**src/rtl/input_debounce.sv**
```systemverilog
// input_debounce: two-flop synchronizer plus per-bit saturating counter debouncer with registered edge pulses
module input_debounce #(
    parameter int N = 2,
    parameter int STABLE_CYCLES = 4
) (
    input  logic         clock,
    input  logic         reset,
    input  logic [N-1:0] inputD,
    output logic [N-1:0] outputD,
    output logic [N-1:0] rise,
    output logic [N-1:0] fall,
    output logic         changed
);
    localparam int CW = $clog2(STABLE_CYCLES);
    logic [N-1:0]  s1, s2, differ, done;
    logic [CW-1:0] cnt [N];
    always_comb begin
        differ = s2 ^ outputD;
        for (int i = 0; i < N; i++)
            done[i] = differ[i] && cnt[i] == CW'(STABLE_CYCLES - 1);
    end
    always_ff @(posedge clock) begin
        if (reset) begin
            s1      <= '0;
            s2      <= '0;
            outputD <= '0;
            rise    <= '0;
            fall    <= '0;
            changed <= 1'b0;
            for (int i = 0; i < N; i++)
                cnt[i] <= '0;
        end else begin
            s1      <= inputD;
            s2      <= s1;
            outputD <= outputD ^ done;
            rise    <= done & s2;
            fall    <= done & ~s2;
            changed <= |done;
            // A bit counts only while it disagrees; a glitch or a qualification returns it to zero
            for (int i = 0; i < N; i++)
                cnt[i] <= (differ[i] && !done[i]) ? cnt[i] + 1'b1 : '0;
        end
    end
endmodule

```
**config.mk**
```make
export PLATFORM = sky130hd
export DESIGN_NAME = input_debounce
export DESIGN_NICKNAME = d
export VERILOG_FILES = /design/src/rtl/input_debounce.sv
export SDC_FILE = /design/constraint.sdc
export NUM_CORES = 1
export LEC_CHECK = 0
export ABC_AREA = 1
export BUFFER_PORTS_ARGS = -buffer_cell sky130_fd_sc_hd__buf_2
export CELL_PAD_IN_SITES_DETAIL_PLACEMENT = 1
export CELL_PAD_IN_SITES_GLOBAL_PLACEMENT = 2
export CORE_UTILIZATION = 28
export DETAILED_ROUTE_END_ITERATION = 6
export PLACE_DENSITY_LB_ADDON = 0.1
export SKIP_LAST_GASP = 1
export SLEW_MARGIN = 10
export SYNTH_ARGS = -nofsm -noshare
export SYNTH_HDL_FRONTEND = slang
export SYNTH_SLANG_ARGS = --single-unit
```
**constraint.sdc**
```tcl
create_clock -name clock -period 1 [get_ports clock]
set_input_delay 0.1 -clock clock [delete_from_list [all_inputs] [get_ports clock]]
set_output_delay 0.1 -clock clock [all_outputs]
set_load 0.02 [all_outputs]
```
==> results of run 1 <==
metrics by stage:
| step | cell area (sq um) | total power (W) |
|---|---|---|
| floorplan | 499 | 0.000642 |
| global placement | 569 | 0.000656 |
| detailed placement | 569 | 0.000657 |
| CTS | 597 | 0.00101 |
| global route | 598 | 0.00104 |
| finish | 598 | 0.000985 |
layout make-up:
class | count | area (sq um) | area share [%]
clock buffers | 3 | 22.5 | 3.77
clock inverters | 1 | 5.00 | 0.837
inverters | 13 | 48.8 | 8.16
multi-input cells | 31 | 150 | 25.1
flip-flops and latches | 15 | 302 | 50.4
well taps | 16 | 20.0 | 3.35
repair buffers | 10 | 50.0 | 8.37
repair_timing:
item	CTS	global route
gates resized for setup	0	1
setup endpoints to repair	0	1
setup buffers	0	0
hold buffers	0	0
cells in the mapped netlist (all sizes together):
library cell	count
dfxtp	15
inv	13
nor2	12
nand2	8
nand4	4
a21oi	2
ha	2
nand3	2
o21ai	1
cells by family after synthesis:
logic type	Yosys count
adder cells (fa/ha/maj)	2
AND/OR/NAND/NOR	26
buffers and inverters	13
AO/OA/AOI/OAI	3
flip-flops	15
path summary, 6_finish.rpt:
| check | from | endpoint | slack [ns] | cells after the start |
|---|---|---|---|---|
| worst min-delay path | inputD[1] | s1[1] | 0.02 | 3 |
| worst max register to register | cnt[0][2] | cnt[0][2] | 0.09 | 4 |
| worst min register to register | s1[0] | s2[0] | 0.40 | 2 |
| worst max-delay path | flop | outputD[1] | 0.07 | 1 |
worst register-to-register path: cells and delay by family, from the launching register on:
family / cells / cell delay (ns)
fa+ha+maj: 1 / 0.23
buf+inv: 1 / 0.09
flops: 1 / 0.32
simple gates: 2 / 0.22
report_power, final:
group,internal [W],switching [W]
sequential,0.000607,0.00000407
combinational,0.0000111,0.0000200
clock,0.000148,0.000194
total,0.000766,0.000219
routing by layer:
metal | GRT usage (%) | share of wire (%) | vias up | wire [um]
li1 | - | - | 207 | -
met4 | 9.09 | 2.1 | 0 | 18
met3 | 3.67 | 3.7 | 2 | 32
met2 | 15.9 | 46 | 8 | 394
met5 | 0 | 0 | - | 0
met1 | 11.5 | 48 | 189 | 410
==> results.yml, run 1 <==
worst_setup_path:
  critical_path_class: "flop to output port"
  crit_buf_inv: 1
  path_max_fanout: 4
  worstPathRequired_ns: 0.90
  worstPathArrival_ns: 0.83
  worstSetupStartpointType: "flop"
  crit_family: "flip-flops"
  worst_path_max_delay_cell: "dfxtp_1"
  end_kind: "output port"
  crit_chain: "buf_2"
  cp_slowest_stage_delay_ns: 0.38
yosys:
  ys_ff_latch: 15
  yosys_warnings: 0
  yosys.area_share.adder_pct: 5.01
  synth_mux_area_share_pct: 0
  synthXorXnorAreaFrac_pct: 0
  synth_compound_area_share_pct: 3.01
  synth_cell_types: 10
  synthesis.nets: 65
  synth_top_family_by_area: "simple AND/OR/NAND/NOR gates"
  synthCells: 59
  synth_top_cell_by_area: "dfxtp_1"
  syn_area_per_cell_sq_um: 8.46
  synthSimpleGateAreaFrac_pct: 22.1
  yosysSeqAreaShare_pct: 60.2
  yosysTopAreaCellShare_pct: 60.2
  synthTopCellsByArea: "dfxtp_1 60%, inv_1 9.0%, nor2_1 9.0%, nand2_1 6.0%, ha_1 5.0%"
  syn_area_sq_um: 499
final_layout:
  n_fill_cell: 195
  mostFrequentLayoutCell: "dfxtp_1"
  final_cell_mix: "14 x dfxtp_1, 12 x inv_1, 12 x nor2_1, 10 x buf_2, 8 x nand2_1"
  drive_gt1_share_pct: 21.9
  diodes: 0
  finalNonFillerCells: 89
  final_core_util_pct: 37.9
  areaGrowthSynthToFinish_pct: 19.8
  nets: 80
floorplan:
  pin_count: 11
  start_util_pct: 31.7
  die-width_um: 44.2
  die_area_sq_mm: 0.00196
  core-area_sq_mm: 0.00158
  die_h_um: 44.2
  rows: 14
global_route:
  grt_max_degree: 10
  grt_pass1_vias: 350
  track_usage_pct: 10.5
  grt_first_pass_wirelength_mm: 1.39
  antenna_found_initial: 0
  gr-total-overflow: 0
timing:
  fmax_mhz: 1080
  rsz0062_at_grt: "false"
  maxSlewHeadroom_pct: 89.3
  post-route-period-util_pct: 93.0
  worst_slew_pin_slew_ns: 0.161
  fin_ws_ns: 0.0702
  holdWs_ns: 0.0236
  finClkSkew_ns: 0.00804
  hold_viol_final: 0
  maxSlewViolCount: 0
  fin_setup_tns_ns: 0
  min_period_ns: 0.930
  setup_viol_count_final: 0
clocking:
  cts_made_buffers: 3
  cts.sinks: 15
  h-tree-depth: 1
  cts_root_buffer: "clkbuf_4"
  clk_latency_ns: 0.28
  cts.path.max_buffers: 2
  clkSlewWorstSetupHoldPaths_ns: 0.09
  cts_tree: "done"
run_status:
  status: "complete, no violations"
routing:
  ant_nets: 0
  viasPerCell: 4.56
  vias: 406
  first_pass_iters: 6
  drtIter0Drc: 2
  route.detailed.drc: 0
  wl_per_cell_um: 9.61
  wl_um: 855
place:
  gp_congestion: 0.694
  dp.cells: 85
  dpl.hpwl_um: 667
  place_ws_ns: 0.0909
  port_buffers: 10
power_and_ir_drop:
  vdd_drop_max_mv: 0.626
  p_leak_nw: 0.290
  power_density_mw_per_mm2: 1650
job:
  maxCapViolations: 0
hold_path:
  hp-class: "primary input to flop"
(Power assumes the default switching activity.)
==> run 2: changes to the inputs <==
- CTS_BUF_LIST: unset -> sky130_fd_sc_hd__clkbuf_16
==> results.yml, run 2 (same netlist as run 1, synthesis figures left out) <==
floorplan:
  core-area_sq_mm: 0.00158
  start_util_pct: 31.7
  pin_count: 11
  die_h_um: 44.2
  die_area_sq_mm: 0.00196
  die-width_um: 44.2
  rows: 14
power_and_ir_drop:
  p_int_w: 0.00115
  vdd_drop_max_mv: 0.862
  power_frac_comb_pct: 2.2
  sw_frac_of_total_pct: 18.1
  p_leak_nw: 0.309
  power_density_mw_per_mm2: 2160
  p_clk_share_pct: 54.2
  switching_power_w: 0.000255
  pwr-share-seq_pct: 43.6
clocking:
  cts.path.max_buffers: 2
  h-tree-depth: 1
  cts_tree: "done"
  cts_root_buffer: "clkbuf_16"
  cts_made_buffers: 3
  clk_latency_ns: 0.24
  clkSlewWorstSetupHoldPaths_ns: 0.05
  cts.sinks: 15
  hold_buffers: 0
timing:
  fmax_mhz: 1070
  holdWs_ns: 0.0642
  maxSlewHeadroom_pct: 88.4
  min_period_ns: 0.936
  rsz0062_at_grt: "false"
  finClkSkew_ns: 0.00305
  post-route-period-util_pct: 93.6
  worst_slew_pin_slew_ns: 0.174
  fin_setup_tns_ns: 0
  setup_viol_count_final: 0
  hold_viol_final: 0
  maxSlewViolCount: 0
worst_setup_path:
  end_kind: "output port"
  critical_path_class: "flop to output port"
  worst_path_max_delay_cell: "dfxtp_1"
  reg2reg_depth: 3
  cp_slowest_stage_delay_ns: 0.40
  r2r_start: "cnt[0][0]"
  worstPathArrival_ns: 0.84
  crit_family: "flip-flops"
  crit_chain: "buf_2"
  worstSetupStartpointType: "flop"
  path_max_fanout: 5
  r2r_slack_ns: 0.10
  worstPathRequired_ns: 0.90
  reg2reg_to: "rise[0]"
  crit_buf_inv: 1
place:
  gp_congestion: 0.694
  port_buffers: 10
  placed_cell_area_sq_um: 569
  dpl.hpwl_um: 667
  dp.cells: 85
final_layout:
  finalNonFillerCells: 89
  final_core_util_pct: 41.3
  mostFrequentLayoutCell: "dfxtp_1"
  areaGrowthSynthToFinish_pct: 30.6
  final_cell_mix: "15 x dfxtp_1, 12 x inv_1, 12 x nor2_1, 10 x buf_2, 8 x nand2_1"
  drive_gt1_share_pct: 21.9
  final_cell_area_sq_um: 652
  diodes: 0
  nets: 80
global_route:
  track_usage_pct: 10.9
  grt_pass1_vias: 370
  grt_max_degree: 10
  antenna_found_initial: 0
  grt_first_pass_wirelength_mm: 1.46
  gr-total-overflow: 0
hold_path:
  whs_endpoint: "s1[0]"
  min_from: "inputD[0]"
  worstHoldPathCells: 3
  hp-class: "primary input to flop"
routing:
  first_pass_iters: 6
  vias: 410
  drtIter0Drc: 3
  viasPerCell: 4.61
  route.detailed.drc: 0
  ant_nets: 0
  wl_um: 908
  wl_per_cell_um: 10.2
run_status:
  status: "complete, no violations"
job:
  maxCapViolations: 0
[run 2: how the worst max path moves through the flow]
stage / cells past startpoint / to / slack, ns / start
detailed placement: 4 / cnt[0][2] / 0.09 / cnt[0][2]
floorplan: 3 / changed / 0.16 / flop
global route: 1 / outputD[0] / 0.03 / flop
finish: 1 / outputD[0] / 0.06 / flop
global placement: 4 / cnt[0][2] / 0.09 / cnt[0][2]
CTS: 4 / cnt[0][3] / 0.05 / cnt[0][2]
[run 2: per-layer routing]
metal | up-vias | track usage, % | routed length [um]
li1 | 209 | - | -
met1 | 193 | 11.3 | 404
met2 | 6 | 17.6 | 461
met3 | 2 | 3.67 | 24
met4 | 0 | 9.09 | 18
met5 | - | 0 | 0
[run 2: final cells by class]
type | instances | area (sq um)
timing repair buffer | 10 | 50.0
clock buffer | 3 | 75.1
tap | 16 | 20.0
inverter | 13 | 48.8
clock inverter | 1 | 5.00
multi-input combinational | 31 | 153
fill | 194 | 925
sequential | 15 | 300
[run 2: worst register-to-register path, stage by stage, from the launching register on]
cell     delay (ns)
dfxtp_1        0.33
ha_1           0.23
nand4_1        0.15
nor2_1         0.13
[run 2: power by group through the flow]
stage	logic, W	registers (W)	clock network, W
2_1_floorplan	0.0000176	0.000624	0
3_3_place_gp	0.0000313	0.000625	0
3_5_place_dp	0.0000318	0.000625	0
4_1_cts	0.0000318	0.000613	0.000788
5_1_grt	0.0000365	0.000614	0.000813
6_report	0.0000311	0.000613	0.000763
[run 2: through the flow]
| step | worst slack [ns] | total power (W) |
|---|---|---|
| 2_1_floorplan | 0.163 | 0.000642 |
| 3_5_place_dp | 0.0909 | 0.000657 |
| 4_1_cts | 0.0505 | 0.00143 |
| 6_report | 0.0636 | 0.00141 |
| 3_3_place_gp | 0.0893 | 0.000656 |
| 5_1_grt | 0.0327 | 0.00146 |
[run 2: timing repair]
item / 4_1_cts / 5_1_grt
endpoints found under the setup margin: 0 / 1
gates resized for setup: 0 / 1
setup buffers: 0 / 0
